<file path="config.mk">
export PLATFORM = sky130hd
export DESIGN_NAME = n64_controller_responder
export DESIGN_NICKNAME = d
export VERILOG_FILES = /design/src/rtl/n64_pkg.sv /design/src/rtl/n64_line_sync.sv /design/src/rtl/n64_controller_responder.sv
export SDC_FILE = /design/constraint.sdc
export NUM_CORES = 1
export LEC_CHECK = 0
export BUFFER_PORTS_ARGS = -buffer_cell sky130_fd_sc_hd__buf_2
export CAP_MARGIN = 20
export CORE_ASPECT_RATIO = 0.7
export CORE_MARGIN = 5
export CORE_UTILIZATION = 30
export DETAILED_ROUTE_END_ITERATION = 16
export MAX_ROUTING_LAYER = met4
export PLACE_DENSITY_LB_ADDON = 0.3
export SKIP_LAST_GASP = 1
export SYNTH_ARGS = -nofsm -noshare
export SYNTH_HDL_FRONTEND = slang
export SYNTH_SLANG_ARGS = --single-unit
</file>
<file path="constraint.sdc">
create_clock -name PCLK -period 6.5 [get_ports PCLK]
set_clock_uncertainty 0.2 [all_clocks]
set_input_delay 0.975 -clock PCLK [delete_from_list [all_inputs] [get_ports PCLK]]
set_output_delay 0.975 -clock PCLK [all_outputs]
set_load 0.01 [all_outputs]
</file>
<file path="src/rtl/n64_pkg.sv">
// Shared N64 single-wire protocol constants, state encoding and helpers,
// used by both the controller responder and the host-side serial interface.
package n64_pkg;

  localparam logic [7:0]  CMD_INFO     = 8'h00;
  localparam logic [7:0]  CMD_POLL     = 8'h01;
  localparam logic [7:0]  CMD_RESET    = 8'hFF;
  localparam logic [23:0] STATUS_REPLY = 24'h05_00_02;

  localparam int BIT_US     = 4;
  localparam int SHORT_US   = 1;
  localparam int LONG_US    = 3;
  localparam int STOP_US    = 2;
  localparam int SAMPLE_US  = 2;
  localparam int RECOVER_US = 2;

  localparam int STATUS_BITS = 24;
  localparam int POLL_BITS   = 32;
  localparam int STOP_INDEX  = 8;

  typedef enum logic [2:0] {
    ST_IDLE,
    ST_RX_BIT,
    ST_RX_GAP,
    ST_RX_STOP,
    ST_TURN,
    ST_TX_BIT,
    ST_TX_STOP,
    ST_RECOVER
  } n64_state_e;

  function automatic int maxInt(input int a, input int b);
    return (a > b) ? a : b;
  endfunction

endpackage

</file>
<file path="src/rtl/n64_line_sync.sv">
// Two-flop synchroniser for the shared N64 data line with edge strobes.
// Flops reset high because the idle open-drain line floats high.
module n64_line_sync (
  input  logic i_clk,
  input  logic i_reset,
  input  logic i_line,
  output logic o_level,
  output logic o_fall,
  output logic o_rise
);

  logic r_meta;
  logic r_sync;
  logic r_prev;

  always_ff @(posedge i_clk) begin
    if (i_reset) begin
      r_meta <= 1'b1;
      r_sync <= 1'b1;
      r_prev <= 1'b1;
    end else begin
      r_meta <= i_line;
      r_sync <= r_meta;
      r_prev <= r_sync;
    end
  end

  assign o_level = r_sync;
  assign o_fall  = r_prev & ~r_sync;
  assign o_rise  = ~r_prev & r_sync;

endmodule

</file>
<file path="src/rtl/n64_controller_responder.sv">
// Controller (pad) end of the N64 single-wire protocol: decodes console
// command bytes and answers info/reset/poll with an open-drain reply.
module n64_controller_responder
  import n64_pkg::*;
#(
  parameter int US_CYCLES  = 100,
  parameter int TURN_US    = 2,
  parameter int TIMEOUT_US = 8
) (
  input  logic        PCLK,
  input  logic        controller_reset,
  input  logic        gpio_in,
  output logic        gpio_out,
  input  logic        respond_enable,
  input  logic [31:0] button_data,
  output logic        cmd_valid,
  output logic [7:0]  cmd_byte,
  output logic        busy,
  output logic        rx_error
);

  localparam int TIMER_MAX = maxInt(TIMEOUT_US, BIT_US) * US_CYCLES;
  localparam int TW        = $clog2(TIMER_MAX + 1);

  localparam logic [TW-1:0] SAMPLE_CYC   = TW'(SAMPLE_US * US_CYCLES);
  localparam logic [TW-1:0] GLITCH_CYC   = TW'(US_CYCLES / 4);
  localparam logic [TW-1:0] TIMEOUT_CYC  = TW'(TIMEOUT_US * US_CYCLES);
  localparam logic [TW-1:0] TURN_LAST    = TW'(TURN_US * US_CYCLES - 1);
  localparam logic [TW-1:0] BIT_LAST     = TW'(BIT_US * US_CYCLES - 1);
  localparam logic [TW-1:0] SHORT_CYC    = TW'(SHORT_US * US_CYCLES);
  localparam logic [TW-1:0] LONG_CYC     = TW'(LONG_US * US_CYCLES);
  localparam logic [TW-1:0] STOP_LAST    = TW'(STOP_US * US_CYCLES - 1);
  localparam logic [TW-1:0] RECOVER_LAST = TW'(RECOVER_US * US_CYCLES - 1);

  n64_state_e    r_state;
  n64_state_e    w_stateNext;
  logic [TW-1:0] r_timer;
  logic [TW-1:0] w_timerNext;
  logic [TW-1:0] r_riseAt;
  logic [TW-1:0] w_riseAtNext;
  logic [5:0]    r_bitCnt;
  logic [5:0]    w_bitCntNext;
  logic [31:0]   r_shift;
  logic [31:0]   w_shiftNext;
  logic [7:0]    r_cmdByte;
  logic [7:0]    w_cmdByteNext;
  logic          r_cmdValid;
  logic          w_cmdValidNext;
  logic          r_rxError;
  logic          w_rxErrorNext;
  logic [TW-1:0] w_lowCyc;
  logic          w_release;
  logic          w_level;
  logic          w_fall;
  logic          w_rise;

  n64_line_sync u_sync (
    .i_clk   (PCLK),
    .i_reset (controller_reset),
    .i_line  (gpio_in),
    .o_level (w_level),
    .o_fall  (w_fall),
    .o_rise  (w_rise)
  );

  always_ff @(posedge PCLK) begin
    if (controller_reset) begin
      r_state    <= ST_IDLE;
      r_timer    <= '0;
      r_riseAt   <= '0;
      r_bitCnt   <= '0;
      r_shift    <= '0;
      r_cmdByte  <= 8'h00;
      r_cmdValid <= 1'b0;
      r_rxError  <= 1'b0;
    end else begin
      r_state    <= w_stateNext;
      r_timer    <= w_timerNext;
      r_riseAt   <= w_riseAtNext;
      r_bitCnt   <= w_bitCntNext;
      r_shift    <= w_shiftNext;
      r_cmdByte  <= w_cmdByteNext;
      r_cmdValid <= w_cmdValidNext;
      r_rxError  <= w_rxErrorNext;
    end
  end

  // r_bitCnt counts received bits (8 = stop bit) and, while sending, reply bits left.
  always_comb begin
    w_stateNext    = r_state;
    w_timerNext    = r_timer;
    w_riseAtNext   = r_riseAt;
    w_bitCntNext   = r_bitCnt;
    w_shiftNext    = r_shift;
    w_cmdByteNext  = r_cmdByte;
    w_cmdValidNext = 1'b0;
    w_rxErrorNext  = 1'b0;
    w_release      = 1'b1;
    w_lowCyc       = r_shift[31] ? SHORT_CYC : LONG_CYC;

    case (r_state)
      ST_IDLE: begin
        if (w_fall) begin
          w_stateNext  = ST_RX_BIT;
          w_timerNext  = '0;
          w_riseAtNext = '0;
          w_bitCntNext = '0;
        end
      end

      ST_RX_BIT: begin
        w_timerNext = r_timer + 1'b1;
        if (w_rise) begin
          w_riseAtNext = r_timer;
        end
        // A short low pulse is noise: fall back to whatever was waiting for this edge.
        if (w_rise && (r_timer < GLITCH_CYC)) begin
          if (r_bitCnt == 6'd0) begin
            w_stateNext = ST_IDLE;
          end else if (r_bitCnt == 6'(STOP_INDEX)) begin
            w_stateNext = ST_RX_STOP;
          end else begin
            w_stateNext = ST_RX_GAP;
          end
        end else if (r_timer == SAMPLE_CYC) begin
          if (r_bitCnt == 6'(STOP_INDEX)) begin
            if (w_level) begin
              w_cmdValidNext = 1'b1;
              w_cmdByteNext  = r_shift[7:0];
              // Turnaround is timed from the stop-bit rise, so preload the time already elapsed.
              w_timerNext    = SAMPLE_CYC - r_riseAt + 1'b1;
              if (respond_enable && ((r_shift[7:0] == CMD_INFO) || (r_shift[7:0] == CMD_RESET))) begin
                w_stateNext  = ST_TURN;
                w_shiftNext  = {STATUS_REPLY, 8'h00};
                w_bitCntNext = 6'(STATUS_BITS);
              end else if (respond_enable && (r_shift[7:0] == CMD_POLL)) begin
                w_stateNext  = ST_TURN;
                w_shiftNext  = button_data;
                w_bitCntNext = 6'(POLL_BITS);
              end else begin
                w_stateNext = ST_IDLE;
              end
            end else begin
              w_rxErrorNext = 1'b1;
              w_stateNext   = ST_IDLE;
            end
          end else begin
            w_shiftNext  = {r_shift[30:0], w_level};
            w_bitCntNext = r_bitCnt + 6'd1;
            w_stateNext  = (r_bitCnt == 6'd7) ? ST_RX_STOP : ST_RX_GAP;
          end
        end
      end

      ST_RX_GAP, ST_RX_STOP: begin
        if (w_fall) begin
          w_stateNext  = ST_RX_BIT;
          w_timerNext  = '0;
          w_riseAtNext = '0;
        end else if (r_timer >= TIMEOUT_CYC) begin
          w_rxErrorNext = 1'b1;
          w_stateNext   = ST_IDLE;
        end else begin
          w_timerNext = r_timer + 1'b1;
        end
      end

      ST_TURN: begin
        if (r_timer >= TURN_LAST) begin
          w_stateNext = ST_TX_BIT;
          w_timerNext = '0;
        end else begin
          w_timerNext = r_timer + 1'b1;
        end
      end

      ST_TX_BIT: begin
        w_release = (r_timer >= w_lowCyc);
        if (r_timer == BIT_LAST) begin
          w_timerNext  = '0;
          w_shiftNext  = {r_shift[30:0], 1'b0};
          w_bitCntNext = r_bitCnt - 6'd1;
          if (r_bitCnt == 6'd1) begin
            w_stateNext = ST_TX_STOP;
          end
        end else begin
          w_timerNext = r_timer + 1'b1;
        end
      end

      ST_TX_STOP: begin
        w_release = 1'b0;
        if (r_timer == STOP_LAST) begin
          w_stateNext = ST_RECOVER;
          w_timerNext = '0;
        end else begin
          w_timerNext = r_timer + 1'b1;
        end
      end

      ST_RECOVER: begin
        if (r_timer == RECOVER_LAST) begin
          w_stateNext = ST_IDLE;
          w_timerNext = '0;
        end else begin
          w_timerNext = r_timer + 1'b1;
        end
      end

      default: begin
        w_stateNext = ST_IDLE;
        w_timerNext = '0;
      end
    endcase
  end

  assign gpio_out  = w_release;
  assign busy      = (r_state != ST_IDLE);
  assign cmd_valid = r_cmdValid;
  assign cmd_byte  = r_cmdByte;
  assign rx_error  = r_rxError;

endmodule

</file>
; Yosys cells after proc, flatten, opt, wreduce, memory -nomap -nowiden
; Index checks and enable logic that the tools add are counted.
[totals]
elab_cells = 137
reg_bits = 74
input_bits = 36
[classes]
mux = 58
n_bitwise = 8
n_lt_le_gt_ge = 4
addsub = 5
n_reduce_logical = 21
eq_ne = 30
[ops]
columns = op, n
row1 = $mux W32, 7
row2 = $mux W10, 11
row3 = $pmux W32 S2, 1
row4 = $pmux W10 S6, 1
row5 = $mux W6, 8
row6 = $mux W3, 14
row7 = $pmux W3 S7, 1
row8 = $add A10 B1 Y10 const B, 2
row9 = $eq A10 B8 Y1 const B, 2
row10 = $pmux W10 S2, 1
row11 = $pmux W6 S3, 1
row12 = $ne A2 B2 Y1 const B, 8
row13 = $eq A3 B3 Y1 const B, 4
row14 = $eq A10 B9 Y1 const B, 1
row15 = $ge A10 B10 Y1 const B, 1
row16 = $ge A10 B8 Y1 const B, 1
row17 = $ge A10 B9 Y1, 1
row18 = $lt A10 B5 Y1 const B, 1
row19 = $sub A8 B10 Y10 const A, 1
row20 = $mux W1, 9
row21 = $mux W9, 1
row22 = $ne A3 B2 Y1 const B, 3
row23 = $eq A8 B1 Y1 const B, 1
row24 = $eq A8 B8 Y1 const B, 1
row25 = 30 further kinds, 44

; Logic depth before layout (Yosys ltp)
; Gate-level depths: netlist of run 1.
[logic_depth]
depth_word = 9
ltp_mapped = 10
depth_no_buf = 8

; Modules after synthesis
; A second synthesis of run 1 with hierarchy kept.
[hier_totals]
cells_unflattened = 488
area_unflattened_um2 = 3988.8
[by_module_without_submodules]
columns = module, n_inst, area_each_um2, cells_each
row1 = n64_controller_responder, 1, 3896.2, 480
row2 = n64_line_sync, 1, 92.6, 8

; Worst setup path after synthesis of run 1
; No wires, ideal clock.
[synth_path]
path_kind = reg2out
startpoint = register r_timer[3]
endpoint = output gpio_out
arrival_ns = 1.739
required_time_ns = 5.325
stages_incl_launch_ff = 6
path_buffers = 0
path_slack_ns = 3.586
cell_sequence = dfxtp_1 > ha_1 > a211o_1 > a311o_1 > a2111oi_0 > o21ai_0
[synth_via]
elab_chain_len = 2
[synth_rtl]
columns = element, line_no
row1 = "start, declared", n64_controller_responder.sv:37  ; logic [TW-1:0] r_timer;
row2 = "start signal, assigned", n64_controller_responder.sv:78  ; r_timer <= w_timerNext;
row3 = $ge A10 B9 Y1, n64_controller_responder.sv:178  ; w_release = (r_timer >= w_lowCyc);
row4 = $pmux W1 S2, n64_controller_responder.sv:101  ; case (r_state)
row5 = "end, declared", n64_controller_responder.sv:13  ; output logic gpio_out,
; No other way between the ends.

; Final worst setup path of run 1
; Same ends and word-level chain as after synthesis.

==> results of run 1 <==
## placed cells by master (no fill, tap or decap), drive strengths merged, types with 2 or more instances in the layout
cell type   n
nand2      96
dfxtp      74
nor2       72
buf        52
a21oi      30
a311oi     28
a31oi      19
nand3      16
nor2b      16
a22oi      13
nor3       13
o21ai      13
ha         11
inv        11
clkbuf     10
xor2        9
nand2b      7
a211oi      6
xnor2       6
or2         5
nand4       4
mux2i       4
clkinv      4
a2111oi     3
and2        3
or3         3
o21bai      3
and3        3
a2bb2oi     3
or4         3
nor4        3
nor4b       3
a221oi      2
nand3b      2
a21o        2
a211o       2
## power breakdown
| part | total, mW | internal (mW) | switching [mW] |
|---|---|---|---|
| clock | 0.502 | 0.298 | 0.204 |
| sequential | 0.466 | 0.457 | 0.00891 |
| combinational | 0.104 | 0.0336 | 0.0700 |
| total | 1.07 | 0.789 | 0.283 |
## worst max-delay path by stage
stage | from | cells past startpoint | to
6_report | r_timer[3] | 6 | gpio_out
5_1_grt | r_timer[3] | 6 | gpio_out
4_1_cts | r_timer[3] | 6 | gpio_out
3_5_place_dp | r_timer[3] | 6 | gpio_out
3_3_place_gp | r_timer[3] | 6 | gpio_out
2_1_floorplan | r_timer[3] | 5 | gpio_out
## per-layer routing
metal | vias up | share of wire, %
met3 | 18 | 5.7
met5 | - | 0
li1 | 2010 | -
met2 | 119 | 42
met4 | 0 | 2.9
met1 | 1877 | 49
## sequential cells by signal (all words and copies together) (netlist names)
signal          flops
u_sync.r_prev       1
r_shift            32
r_timer            10
cmd_valid           1
rx_error            1
r_bitCnt            6
u_sync.o_level      1
r_riseAt           10
cmd_byte            8
r_state             3
u_sync.r_meta       1
## area by class of cell
cell class / instances / area share, %
well taps: 195 / 4.89
multi-input cells: 423 / 53.2
clock buffers: 10 / 4.59
clock inverters: 6 / 1.33
flip-flops and latches: 74 / 29.7
inverters: 10 / 0.753
repair buffers: 52 / 5.55
## metrics by stage
stage / area [um2] / worst slack [ns] / total power [mW] / std cells / utilization, %
after global placement: 4680 / 3.08 / 0.578 / 753 / 32.1
after detailed placement: 4680 / 3.07 / 0.578 / 753 / 32.1
after global routing: 4980 / 2.46 / 1.12 / 770 / 34.2
final: 4980 / 2.71 / 1.07 / 770 / 34.2
after CTS: 4970 / 2.66 / 1.09 / 769 / 34.1
after floorplan: 4430 / 3.59 / 0.543 / 551 / -
## logic make-up after synthesis
logic type | Yosys count
xor gates and xnor gates | 15
muxes | 4
DFF | 74
and+or+nand+nor | 255
adders and majority gates | 11
buffers and inverters | 54
AOI/OAI and AO/OA | 138
## worst register-to-register path: stages, from the launching register on
cell	delay, ns
dfxtp_1	0.45
or2_2	0.40
or4_4	0.56
o32ai_1	0.32
a31o_2	0.15
buf_4	0.60
nor2_1	0.14
a311oi_2	0.26
==> run summary, run 1 <==
Sum Neg Setup Slack: 0 ns
GRT busiest layer: met1
Post-synthesis cell count: 551
Leading cell type by number of instances after synthesis: nand2_1
GPL Wtd Cong: 0.905
Post-Syn Area per Cell: 8.05 um2
CORE AREA: 0.0146 mm2
Reg clk slew, reported paths: 0.06 ns
Met1 usage: 19.1%
Total track usage: 14.0%
Layout cells sized above 1: 18.3%
Simple-Gate Fraction of Synth Area: 27.7%
Synth warnings: 0
Min-delay src: u_sync.r_meta
GRT overflow: 0
First-pass GRT wire length: 19,100 um
Leading area contributor after synthesis: dfxtp_1
CTS buffer count: 9
Nets: 617
Die area: 0.0173 mm2
Seq. cell area: 0.00148 mm2
Xor-xnor portion of the synthesized cell area: 2.96%
First-pass iteration count of the detailed router: 5
Syn nets: 598
ANT cells: 0
Port bufs: 47
Die Height: 112 um
R2R Path Start: r_timer[4]
Prevailing post-synth register cell: dfxtp_1
GR Util met2: 18.8%
Reg2Reg Depth: 7
Main combinational cell family by area after synthesis: simple AND/OR/NAND/NOR gates
Asr flop ratio synth: 0%
Max-slew violation count: 0
Crit Path Class: reg2out
Worst-Margin Slew: 0.971 ns
Unrepaired setup endpoints after global routing: no
Reg2Reg Setup Slack: 3.33 ns
Post-synth EDFFs: 0
Max cap viols: 0
Max-slew headroom: 35.2%
Num rows: 37
Initial antenna violation count: 0
Final setup viols: 0
Vias in the first global route: 3,774
Hold Crit Depth: 1
Area Overhead vs Synth: 12.4%
Synth top area cells: dfxtp_1 33%, nand2_1 8.1%, a311oi_2 6.4%
Routed Wire Length: 11,600 um
CTS Sinks: 74
Routed WL per cell: 15.1 um
P per Cell Area: 215 mW/mm2
Initial Util: 30.4%
CP endpoint kind: output pin
Crit path max fanout: 12
Area of the multi-input gates: 0.00265 mm2
Top Family by Delay on Critical Path: compound AO/OA/AOI/OAI gates
Fmax achieved: 264 MHz
# fillers: 1,513
Yosys cell types: 69
Met3 GRT Util: 3.69%
Hold WS: 0.236 ns
Setup fix buffers added after clock tree synthesis: 0
P_leak: 1.71 nW
Die outline width: 155 um
CTS tree: yes
Max IR drop VDD: 0.125 mV
Worst path bufs/invs: 1
Synthesized-area fraction occupied by adder cells: 3.10%
Vias post-DR: 4,024
CTS Hold Buffers Added: 0
Max incr delay on CP: 0.59 ns
Slowest library cell on the worst path: dfxtp_1
Post-synth top area share: 33.4%
Fin crit period: 3.79 ns
Largest net degree at the start of global routing: 76
Drc violations: 0
Status: finished clean
Post-Syn Area: 0.00443 mm2
CP required: 5.32 ns
H-tree depth: 3
Setup crit start kind: flop
Mux cell area share after synthesis: 0.903%
Share of the yosys chip area belonging to registers: 33.4%
Crit path DAT: 2.61 ns
Hold path endpoint: u_sync.o_level
Boundary Pins: 48
Reg2reg end: r_shift[8]
Compound-gate portion of the synthesized area: 25.0%
Final hold vios: 0
DP HPWL: 7860 um
Worst Hold Class: reg2reg
Clock buffer depth: 2
Tcrit/Tclk final: 58.3%
Worst path cell trace: ha_1 -> a211o_1 -> a311o_1 -> a2111oi_0 -> o21ai_0 -> buf_2
PostCTS Resize Cnt: 0
Top post-synthesis cells by count: 96 x nand2_1, 74 x dfxtp_1, 72 x nor2_1
Violation count after the first detailed-route iteration: 295
Routed Antenna Nets: 0
Register bit total from synthesis: 74
Clock Tree Root: clkbuf_16
DR vias/cell: 5.23
Worst skew pair latency: 0.35 ns
No activity file was read; power rests on OpenSTA's default activity.
==> run 2: changes to the inputs <==
- clock period: 6.5 -> 3.1 ns (I/O delays scaled with it)
==> run summary, run 2 (synthesized netlist as in run 1, its figures left out) <==
Status: finished clean
Die area: 0.0173 mm2 (unchanged)
GRT overflow: 0 (unchanged)
Worst Hold Class: in2reg
CTS tree: yes
Clock buffer depth: 2 (unchanged)
DR vias/cell: 5.19 (-0.76%)
Top Registers: r_shift: 32 flops, r_riseAt: 10 flops, r_timer: 10 flops
CTS buffer count: 9 (unchanged)
CP required: 2.43 ns (-2.89 ns)
Logic pwr share: 10.9% (+1.2 points)
Most common cell after layout, fill and taps aside: nand2_1
P per Cell Area: 431 mW/mm2 (+100%)
Worst skew pair latency: 0.34 ns (about the same)
Routed Wire Length: 11,700 um (+0.81%)
CP endpoint kind: output pin
Largest register FFs: 32 (unchanged)
Violation count after the first detailed-route iteration: 299 (+1.4%)
Clock Tree Root: clkbuf_16
Reg clk slew, reported paths: 0.06 ns (about the same)
Crit Path Class: reg2out
ANT cells: 0 (unchanged)
Setup crit start kind: flop
Final setup viols: 0 (unchanged)
First-pass iteration count of the detailed router: 6 (+1)
CTS Hold Buffers Added: 0 (unchanged)
First-pass GRT wire length: 19,500 um (+1.9%)
Commonest cells after routing, fill and taps aside: 96 x nand2_1, 73 x dfxtp_1, 71 x nor2_1
Total track usage: 14.0% (-0.014 points)
Vias post-DR: 4,066 (+1.0%)
Max IR drop VDD: 0.177 mV (+41%)
Sum Neg Setup Slack: 0 ns (unchanged)
Fmax achieved: 338 MHz
Sequential power share: 44.4% (+0.9 points)
Crit path DAT: 2.30 ns (-0.31 ns)
Vias in the first global route: 3,851 (+2.0%)
Max-slew headroom: 40.4% (+5.2 points)
Max-slew violation count: 0 (unchanged)
DP HPWL: 8270 um (+5.3%)
Port bufs: 47 (unchanged)
Routed WL per cell: 14.9 um (-0.99%)
Die Height: 112 um (unchanged)
Num rows: 37 (unchanged)
Hold WS: 0.106 ns (-0.130 ns)
GPL Wtd Cong: 0.872 (-3.6%)
Worst-Margin Slew: 0.885 ns (-0.0861 ns)
Initial Util: 30.4% (unchanged)
Max cap viols: 0 (unchanged)
CORE AREA: 0.0146 mm2 (unchanged)
Largest net degree at the start of global routing: 65 (-14%)
Die outline width: 155 um (unchanged)
Fin crit period: 2.96 ns
Crit path max fanout: 4 (-8)
Routed Antenna Nets: 0 (unchanged)
Area Overhead vs Synth: 15.1%
Tcrit/Tclk final: 95.5%
CTS Sinks: 74 (unchanged)
P_leak: 1.77 nW (+3.6%)
Initial antenna violation count: 0 (unchanged)
Final hold vios: 0 (unchanged)
Net Sw Power: 589 uW (+110%)
Boundary Pins: 48 (unchanged)
Switching Fraction: 26.8% (+0.41 points)
Drc violations: 0 (unchanged)
Layout cells sized above 1: 20.7% (+2.5 points)
Clock group share of total power: 44.7% (-2.2 points)
Top reg by flops: r_shift
Int Power: 1.61 mW (+100%)
Unrepaired setup endpoints after global routing: no
H-tree depth: 3 (unchanged)
Nets: 631 (+2.3%)
[run 2: final cells by class]
cell class / instances / area, um2
clock buffers: 10 / 239
clock inverters: 6 / 41.3
fillers: 1528 / 9480
inverters: 10 / 37.5
multi-input cells: 423 / 2660
flip-flops and latches: 74 / 1480
well taps: 195 / 244
repair buffers: 66 / 403
[run 2: power by group through the flow]
stage	combinational (mW)	clock (mW)	sequential, mW
after floorplan	0.158	0	0.982
after global placement	0.234	0	0.996
after detailed placement	0.236	0	0.996
after CTS	0.238	1.01	0.975
after global routing	0.263	1.06	0.978
final	0.240	0.982	0.977
[run 2: metal layers]
| layer | wire [um] | part of all wire (%) | up-vias | global-route usage [%] |
|---|---|---|---|---|
| met2 | 5120 | 44 | 111 | 20.0 |
| li1 | - | - | 2033 | - |
| met5 | 0 | 0 | - | - |
| met1 | 5770 | 49 | 1914 | 19.0 |
| met3 | 700 | 6.0 | 8 | 4.70 |
| met4 | 104 | 0.89 | 0 | 3.50 |
[run 2: path summary, 6_finish.rpt]
| kind | start | endpoint | slack [ns] | depth (start not counted) |
|---|---|---|---|---|
| min | gpio_in | u_sync.r_meta | 0.11 | 2 |
| max | r_shift[31] | gpio_out | 0.14 | 6 |
| min reg2reg | u_sync.r_meta | u_sync.o_level | 0.21 | 1 |
| max reg2reg | r_timer[5] | r_shift[6] | 0.32 | 7 |
[run 2: through the flow]
stage / worst slack (ns) / instance area, um2 / power, mW / utilization, % / instances
final: 0.138 / 5100 / 2.20 / 35.0 / 784
after CTS: 0.00167 / 5100 / 2.23 / 35.0 / 784
after global placement: 0.413 / 4820 / 1.23 / 33.0 / 768
after global routing: 0.0159 / 5100 / 2.31 / 35.0 / 784
after detailed placement: 0.354 / 4820 / 1.23 / 33.0 / 768
after floorplan: 0.694 / 4430 / 1.14 / - / 551
[run 2: critical path, stage by stage, from the launching register on]
cell       delay [ns]
dfxtp_2          0.33
ha_1             0.27
a211o_1          0.30
a311o_1          0.38
a2111oi_2        0.37
o21ai_1          0.13
buf_2            0.18
[run 2: what timing repair did]
item | CTS | global route
gates cloned | 0 | 0
endpoints found under the setup margin | 1 | 1
resized for setup | 1 | 3
buffers inserted | 0 | 0
